## config.mk

```make
export PLATFORM = sky130hd
export DESIGN_NAME = ifu_prefetch
export DESIGN_NICKNAME = d
export VERILOG_FILES = /design/src/rtl/ifu_prefetch.sv
export SDC_FILE = /design/constraint.sdc
export NUM_CORES = 1
export LEC_CHECK = 0
export BUFFER_PORTS_ARGS = -buffer_cell sky130_fd_sc_hd__buf_2
export CAP_MARGIN = 20
export CORE_MARGIN = 3
export CORE_UTILIZATION = 29
export DETAILED_ROUTE_END_ITERATION = 10
export SLEW_MARGIN = 20
export SYNTH_ARGS = -nofsm -noshare
export SYNTH_HDL_FRONTEND = slang
export SYNTH_SLANG_ARGS = --single-unit
```

## constraint.sdc

```tcl
create_clock -name clk -period 6 [get_ports clk]
set_clock_uncertainty 0.05 [all_clocks]
set_input_delay 1.8 -clock clk [delete_from_list [all_inputs] [get_ports clk]]
set_output_delay 1.8 -clock clk [all_outputs]
set_load 0.02 [all_outputs]
```

## src/rtl/ifu_prefetch.sv

```systemverilog
// ifu_prefetch: sequential AXI instruction prefetcher feeding decode through a small FIFO.
module ifu_prefetch #(
    parameter int unsigned     XLEN     = 32,
    parameter int unsigned     DEPTH    = 4,
    parameter logic [XLEN-1:0] RESET_PC = XLEN'(32'h8000_0000)
) (
    input  logic            clk,
    input  logic            rst,
    input  logic            redirect_valid,
    input  logic [XLEN-1:0] redirect_pc,
    output logic            out_valid,
    input  logic            out_ready,
    output logic [XLEN-1:0] out_inst,
    output logic [XLEN-1:0] out_pc,
    output logic            out_fault,
    output logic [XLEN-1:0] araddr,
    output logic            arvalid,
    input  logic            arready,
    output logic [2:0]      arsize,
    input  logic            rvalid,
    output logic            rready,
    input  logic [XLEN-1:0] rdata,
    input  logic [1:0]      rresp
);

    localparam int unsigned PTR_W = (DEPTH > 1) ? $clog2(DEPTH) : 1;
    localparam int unsigned CNT_W = PTR_W + 1;

    typedef enum logic [1:0] {
        S_IDLE = 2'd0,
        S_ADDR = 2'd1,
        S_DATA = 2'd2,
        S_HALT = 2'd3
    } state_e;

    state_e           state_q, state_d;
    logic [XLEN-1:0]  fetch_pc_q, fetch_pc_d;
    logic [XLEN-1:0]  araddr_q, araddr_d;
    logic [XLEN-1:0]  req_pc_q, req_pc_d;
    logic             drop_q, drop_d;
    logic [PTR_W-1:0] rd_ptr_q, rd_ptr_d;
    logic [PTR_W-1:0] wr_ptr_q, wr_ptr_d;
    logic [CNT_W-1:0] count_q, count_d;
    logic [XLEN-1:0]  inst_q  [DEPTH];
    logic [XLEN-1:0]  inst_d  [DEPTH];
    logic [XLEN-1:0]  pc_q    [DEPTH];
    logic [XLEN-1:0]  pc_d    [DEPTH];
    logic             fault_q [DEPTH];
    logic             fault_d [DEPTH];

    logic have_room_c;
    logic ar_accept_c;
    logic r_beat_c;
    logic push_c;
    logic pop_c;

    // Handshake qualifiers; a push is suppressed by a pending drop or a same-cycle redirect
    assign have_room_c = (count_q < CNT_W'(DEPTH));
    assign ar_accept_c = (state_q == S_ADDR) && arready;
    assign r_beat_c    = (state_q == S_DATA) && rvalid;
    assign push_c      = r_beat_c && !drop_q && !redirect_valid;
    assign pop_c       = (count_q != '0) && out_ready;

    // FSM state register
    always_ff @(posedge clk or negedge rst) begin
        if (!rst) begin
            state_q <= S_IDLE;
        end else begin
            state_q <= state_d;
        end
    end

    // FSM next state: one outstanding read; a faulting beat parks the fetcher in HALT
    always_comb begin
        state_d = state_q;
        case (state_q)
            S_IDLE: if (!redirect_valid && have_room_c) state_d = S_ADDR;
            S_ADDR: if (arready) state_d = S_DATA;
            S_DATA: begin
                if (rvalid) begin
                    if (drop_q || redirect_valid || !(|rresp)) state_d = S_IDLE;
                    else                                        state_d = S_HALT;
                end
            end
            S_HALT: if (redirect_valid) state_d = S_IDLE;
            default: state_d = S_IDLE;
        endcase
    end

    // FSM outputs: AR valid while addressing, R ready while waiting for the beat
    always_comb begin
        arvalid = 1'b0;
        rready  = 1'b0;
        case (state_q)
            S_ADDR:  arvalid = 1'b1;
            S_DATA:  rready  = 1'b1;
            default: ;
        endcase
    end

    // Fetch address, request pc and drop tracking; redirect overrides the sequential pc
    always_comb begin
        fetch_pc_d = fetch_pc_q;
        araddr_d   = araddr_q;
        req_pc_d   = req_pc_q;
        drop_d     = drop_q;
        if ((state_q == S_IDLE) && (state_d == S_ADDR)) araddr_d = fetch_pc_q;
        if (ar_accept_c) begin
            req_pc_d = araddr_q;
            // after a redirect fetch_pc already holds the target and must not advance
            if (!drop_q) fetch_pc_d = fetch_pc_q + XLEN'(4);
        end
        if (r_beat_c) drop_d = 1'b0;
        if (redirect_valid) begin
            fetch_pc_d = redirect_pc & ~XLEN'(3);
            if ((state_q == S_ADDR) || ((state_q == S_DATA) && !rvalid)) drop_d = 1'b1;
        end
    end

    // Prefetch FIFO bookkeeping; redirect flushes after honouring the same-cycle pop
    always_comb begin
        inst_d   = inst_q;
        pc_d     = pc_q;
        fault_d  = fault_q;
        rd_ptr_d = rd_ptr_q;
        wr_ptr_d = wr_ptr_q;
        count_d  = count_q;
        if (push_c) begin
            inst_d[wr_ptr_q]  = rdata;
            pc_d[wr_ptr_q]    = req_pc_q;
            fault_d[wr_ptr_q] = |rresp;
            wr_ptr_d          = wr_ptr_q + PTR_W'(1);
        end
        if (pop_c) rd_ptr_d = rd_ptr_q + PTR_W'(1);
        case ({push_c, pop_c})
            2'b10:   count_d = count_q + CNT_W'(1);
            2'b01:   count_d = count_q - CNT_W'(1);
            default: count_d = count_q;
        endcase
        if (redirect_valid) begin
            rd_ptr_d = '0;
            wr_ptr_d = '0;
            count_d  = '0;
        end
    end

    // Datapath and FIFO storage registers
    always_ff @(posedge clk or negedge rst) begin
        if (!rst) begin
            fetch_pc_q <= RESET_PC;
            araddr_q   <= '0;
            req_pc_q   <= '0;
            drop_q     <= 1'b0;
            rd_ptr_q   <= '0;
            wr_ptr_q   <= '0;
            count_q    <= '0;
            for (int i = 0; i < DEPTH; i++) begin
                inst_q[i]  <= '0;
                pc_q[i]    <= '0;
                fault_q[i] <= 1'b0;
            end
        end else begin
            fetch_pc_q <= fetch_pc_d;
            araddr_q   <= araddr_d;
            req_pc_q   <= req_pc_d;
            drop_q     <= drop_d;
            rd_ptr_q   <= rd_ptr_d;
            wr_ptr_q   <= wr_ptr_d;
            count_q    <= count_d;
            inst_q     <= inst_d;
            pc_q       <= pc_d;
            fault_q    <= fault_d;
        end
    end

    assign out_valid = (count_q != '0);
    assign out_inst  = inst_q[rd_ptr_q];
    assign out_pc    = pc_q[rd_ptr_q];
    assign out_fault = fault_q[rd_ptr_q];
    assign araddr    = araddr_q;
    assign arsize    = 3'b010;

endmodule

```

# ---- Word-level counts from Yosys, hierarchy flattened
# Index checks and enable logic that the tools add are counted.
dict set report word_totals {
  reg_bits 366
  inputBits 72
  out_inout_bits 103
  wordCells 98
}
dict set report op_classes {
  add_sub_neg 5
  n_lt_le_gt_ge 4
  eq_ne 7
  mux 36
  n_bitwise 2
  reduce_logical 24
}
# operator count
set ops {}
lappend ops {{128-bit bitwise mux} 2}
lappend ops {{32-bit 2-to-1 mux} 8}
lappend ops {{32-bit binary-select mux with 2-bit select} 2}
lappend ops {{32-bit demux with 2-bit select} 1}
lappend ops {{32-bit by 3-bit adder with 32-bit output (second input constant)} 1}
lappend ops {{2-bit 2-to-1 mux} 9}
lappend ops {{1-bit logical AND} 9}
lappend ops {{1-bit 2-to-1 mux} 8}
lappend ops {{2-bit case mux with 4 select lines} 1}
lappend ops {{2-bit by 1-bit equality test with 1-bit output (second input constant)} 3}
lappend ops {{2-bit equality test (second input constant)} 3}
lappend ops {{3-bit >= comparator (second input constant)} 2}
lappend ops {{2-bit NOT with 3-bit output} 2}
lappend ops {{3-bit case mux with 2 select lines} 1}
lappend ops {{2-bit nonzero test} 3}
lappend ops {{3-bit nonzero test} 2}
lappend ops {{2-bit by 1-bit adder with 2-bit output (second input constant)} 2}
lappend ops {{4-bit bitwise mux} 1}
lappend ops {{1-bit logical NOT} 4}
lappend ops {{3-bit by 1-bit adder with 3-bit output (second input constant)} 1}
lappend ops {{1-bit logical OR} 3}
lappend ops {{3-bit by 1-bit < comparator with 1-bit output (second input constant)} 1}
lappend ops {{3-bit < comparator (second input constant)} 1}
lappend ops {{3-bit 2-to-1 mux} 1}
lappend ops {{7 further kinds} 7}

# ---- Depth between registers and ports, before layout
dict set report depth {
  depth_word 8
  mapped_depth 10
  depth_no_buf 7
}

# ---- Worst setup path before layout
# OpenSTA, ideal clock, no wires.
dict set report synth_path {
  kind {reg2out}
  from {register rd_ptr_q[0]}
  to {output out_inst[13]}
  arrival_ps 1822
  required_ps 4150
  setup_slack_ps 2328
  stages_incl_launch_ff 4
  n_path_buf 2
  path_cell_list {dfrtp_1 clkbuf_1 buf_1 mux4_2}
}
dict set report synth_between {
  elab_chain_cells 4
}
# element line_no
set synth_rtl {}
lappend synth_rtl {{start, declared} 41} ;# logic [PTR_W-1:0] rd_ptr_q, rd_ptr_d;
lappend synth_rtl {{start signal, assigned} 167} ;# rd_ptr_q <= rd_ptr_d;
lappend synth_rtl {{2-bit NOT with 3-bit output (implied by the code)} 177} ;# assign out_inst = inst_q[rd_ptr_q];
lappend synth_rtl {{32-bit binary-select mux with 2-bit select} 177}
lappend synth_rtl {{32-bit 2-to-1 mux (implied by the code) (2 in series)} 177}
lappend synth_rtl {{end, declared} 13} ;# output logic [XLEN-1:0] out_inst,
# No other way between the ends. The select of a mux whose other input is x is not followed.

# ---- Worst setup path in the final report
dict set report layout_path {
  from {register rd_ptr_q[0]}
  to {output out_pc[13]}
}
dict set report layout_between {
  elab_chain_cells 4
}
# element line_no
set layout_rtl {}
lappend layout_rtl {{2-bit NOT with 3-bit output (implied by the code)} 178} ;# assign out_pc = pc_q[rd_ptr_q];
lappend layout_rtl {{32-bit binary-select mux with 2-bit select} 178}
lappend layout_rtl {{32-bit 2-to-1 mux (implied by the code) (2 in series)} 178}
lappend layout_rtl {{end, declared} 14} ;# output logic [XLEN-1:0] out_pc,
# No other way between the ends. The select of a mux whose other input is x is not followed.

==> impl_metrics.yaml <==
die:
  num_rows: 84
  die_height_um: 237
  ioPinCount: 175
  initial_core_util_pct: 29.4
  dieArea_sq_um: 56100
  dieWidth_um: 237
  core_area_sq_um: 52700
worst_setup_path:
  crit_type: "flip-flop to output pin"
  arrival_ns: 2.67
  crit_required_ns: 4.15
  cpMaxStageDelayCell: "dfrtp_4"
  critPathMaxStageDelay_ns: 0.88
  critPathMaxFanout: 35
  crit_path_end_kind: "output pin"
  start_kind: "flip-flop"
  crit_family: "flip-flops"
  critical_path.cell_chain: "buf_12 > mux4_2 > buf_2"
  critPathBufInv: 2
synthesis:
  yosys_warnings: 0
  synth.top_cell.area_share_pct: 56.8
  ys_seq_area_share_pct: 57.0
  yosysTopAreaCell: "dfrtp_1"
  ys_ff_latch: 352
  synthCells: 1037
  synthTopCellsByArea: "dfrtp_1, mux2_2, mux4_2"
  syn-cell-area_sq_um: 15500
  synth_area_per_cell_sq_um: 14.9
  post_synth_num_cell_types: 47
clock_network:
  cts.sink_count: 352
  htreeDepth: 2
  root_buffer: "clkbuf_16"
  cts_setup_buffers: 0
  cts_resized: 0
  clk_latency_ns: 0.57
  ctsHoldBuffers: 0
  cts_buffers: 41
  clockBufferDepth: 3
  clk_pin_slew_ns: 0.06
  cts_tree: "done"
global_route:
  grt_use_total_pct: 13.7
  grt_max_degree: 115
  antenna_found_initial: 5
  grt-ovfl-total: 0
  grt_pass1_vias: 9922
  grt_pass1_wl_mm: 60.2
timing:
  tightest_slew_ns: 1.04
  grt_setup_unrepaired: "false"
  timing.fmax_ghz: 0.221
  hold_viol: 0
  finalCriticalPeriod_ns: 4.52
  setup_viol: 0
  drv_slew: 0
  post-route-period-util_pct: 75.3
  setup-tns-final_ns: 0
  slew_headroom_pct: 30.8
route:
  wire_per_inst_um: 19.9
  drtPass1Iterations: 4
  num_vias: 9422
  avgViaCountPerCell: 4.91
  drt-total-wl_mm: 38.3
  postRouteAntennaNets: 0
  route.detailed.drc: 0
  drtIter0Drc: 455
final_layout:
  final_cell_mix: "dfrtp_1, mux2_2, buf_2"
  mostFrequentLayoutCell: "dfrtp_1"
  postLayoutCoreUtil_pct: 35.2
  nets: 1276
  synthToLayoutAreaGrowth_pct: 19.9
  drive_above_1_share_pct: 51.1
  fillers: 5058
worst_hold_path:
  hold_class: "flip-flop to flip-flop"
power:
  power.leakage_nw: 8.60
  powerDensity_nw_per_um2: 437
  vdd_drop_max_v: 0.000230
run_status:
  outcome: "finished clean"
flow_run:
  drv_cap: 0
place:
  port_buffers: 165
  hpwl_mm: 24.3
  gp_congestion: 0.765
## final timing paths
kind                             start          end  slack [ns]  cells past startpoint
setup / recovery           rd_ptr_q[0]   out_pc[13]        1.48                      3
hold / removal              fault_q[2]   fault_q[2]        0.43                      2
setup reg to reg            state_q[1]   inst_q[89]        2.69                      4
hold reg to reg             fault_q[2]   fault_q[2]        0.43                      2
max in group asynchronous          rst   araddr[23]        3.50                      2
min in group asynchronous          rst  inst_q[125]        1.23                      1
## area by class of cell
| type | count | area, sq um | share of cell area [%] |
|---|---|---|---|
| well taps | 688 | 861 | 4.64 |
| flip-flops and latches | 352 | 8820 | 47.5 |
| clock buffers | 58 | 1170 | 6.31 |
| multi-input cells | 614 | 6400 | 34.5 |
| inverters | 8 | 30.0 | 0.162 |
| clock inverters | 16 | 265 | 1.43 |
| diodes | 3 | 7.51 | 0.0405 |
| repair buffers | 181 | 993 | 5.36 |
## tightest hold or removal path, delay by kind of cell (launching register included)
kind	cells	cell delay, ns
AO/OA/AOI/OAI	1	0.06
flip-flops	1	0.34
AND/OR/NAND/NOR	1	0.05
## flip-flops by register name (all words and copies together) (netlist names)
name,flops
araddr,30
count_q,3
drop_q,1
fault_q,4
fetch_pc_q,30
inst_q,128
pc_q,120
rd_ptr_q,2
req_pc_q,30
state_q,2
wr_ptr_q,2
## cells in the mapped netlist (all sizes together)
cell and count:
dfrtp 351, mux2 308, mux4 63, clkbuf 41, nor2 32, nand2 31
buf 27, o21ai 21, a31oi 17, nand3 16, or4 16, o31ai 14
nand4 13, xnor2 9, a21oi 7, inv 7, nor3 7, or3 7
nor4 6, and2 5, ha 5, xor2 5, and3 4, and4 3
nor2b 3, conb 2, mux2i 2, or2 2, a211oi 1, a221o 1
a22o 1, a311o 1, and4bb 1, clkinv 1, dfstp 1, fa 1
nand2b 1, nand3b 1, nand4bb 1, nor4bb 1, o22ai 1
## report_power, final
group,total (mW),switching (mW),internal [mW]
Combinational,2.11,1.09,1.02
Clock,2.65,1.03,1.63
Sequential,3.34,0.482,2.86
Total,8.11,2.60,5.51
## through the flow
stage / area (sq um) / setup slack, ns / hold slack, ns / std cells / total power, mW
detailed placement: 17100 / 1.39 / 0.419 / 1843 / 5.54
global placement: 17100 / 1.43 / 0.411 / 1843 / 5.47
global route: 18500 / 1.32 / 0.457 / 1917 / 8.53
finish: 18600 / 1.48 / 0.427 / 1920 / 8.11
floorplan: 15500 / 2.33 / 0.395 / 1042 / 4.69
CTS: 18500 / 1.37 / 0.433 / 1917 / 8.24
## kinds of logic after synthesis
logic type | synth area share, %
flops | 57.0
other cells | 0.0486
buf+inv | 2.17
mux | 31.7
xor+xnor | 0.793
compound gates | 2.55
simple gates | 5.23
fa+ha+maj | 0.534
## routing by layer
layer  wire length (um)  part of all wire, %  track usage, %  vias up
li1                   -                    -               -     4188
met1              17400                   45            19.5     4949
met2              17700                   46            21.2      230
met3               2460                  6.4            2.89       53
met4                755                  2.0            3.96        2
met5                 20                0.052               0        -
No activity file was read; power rests on OpenSTA's default activity.
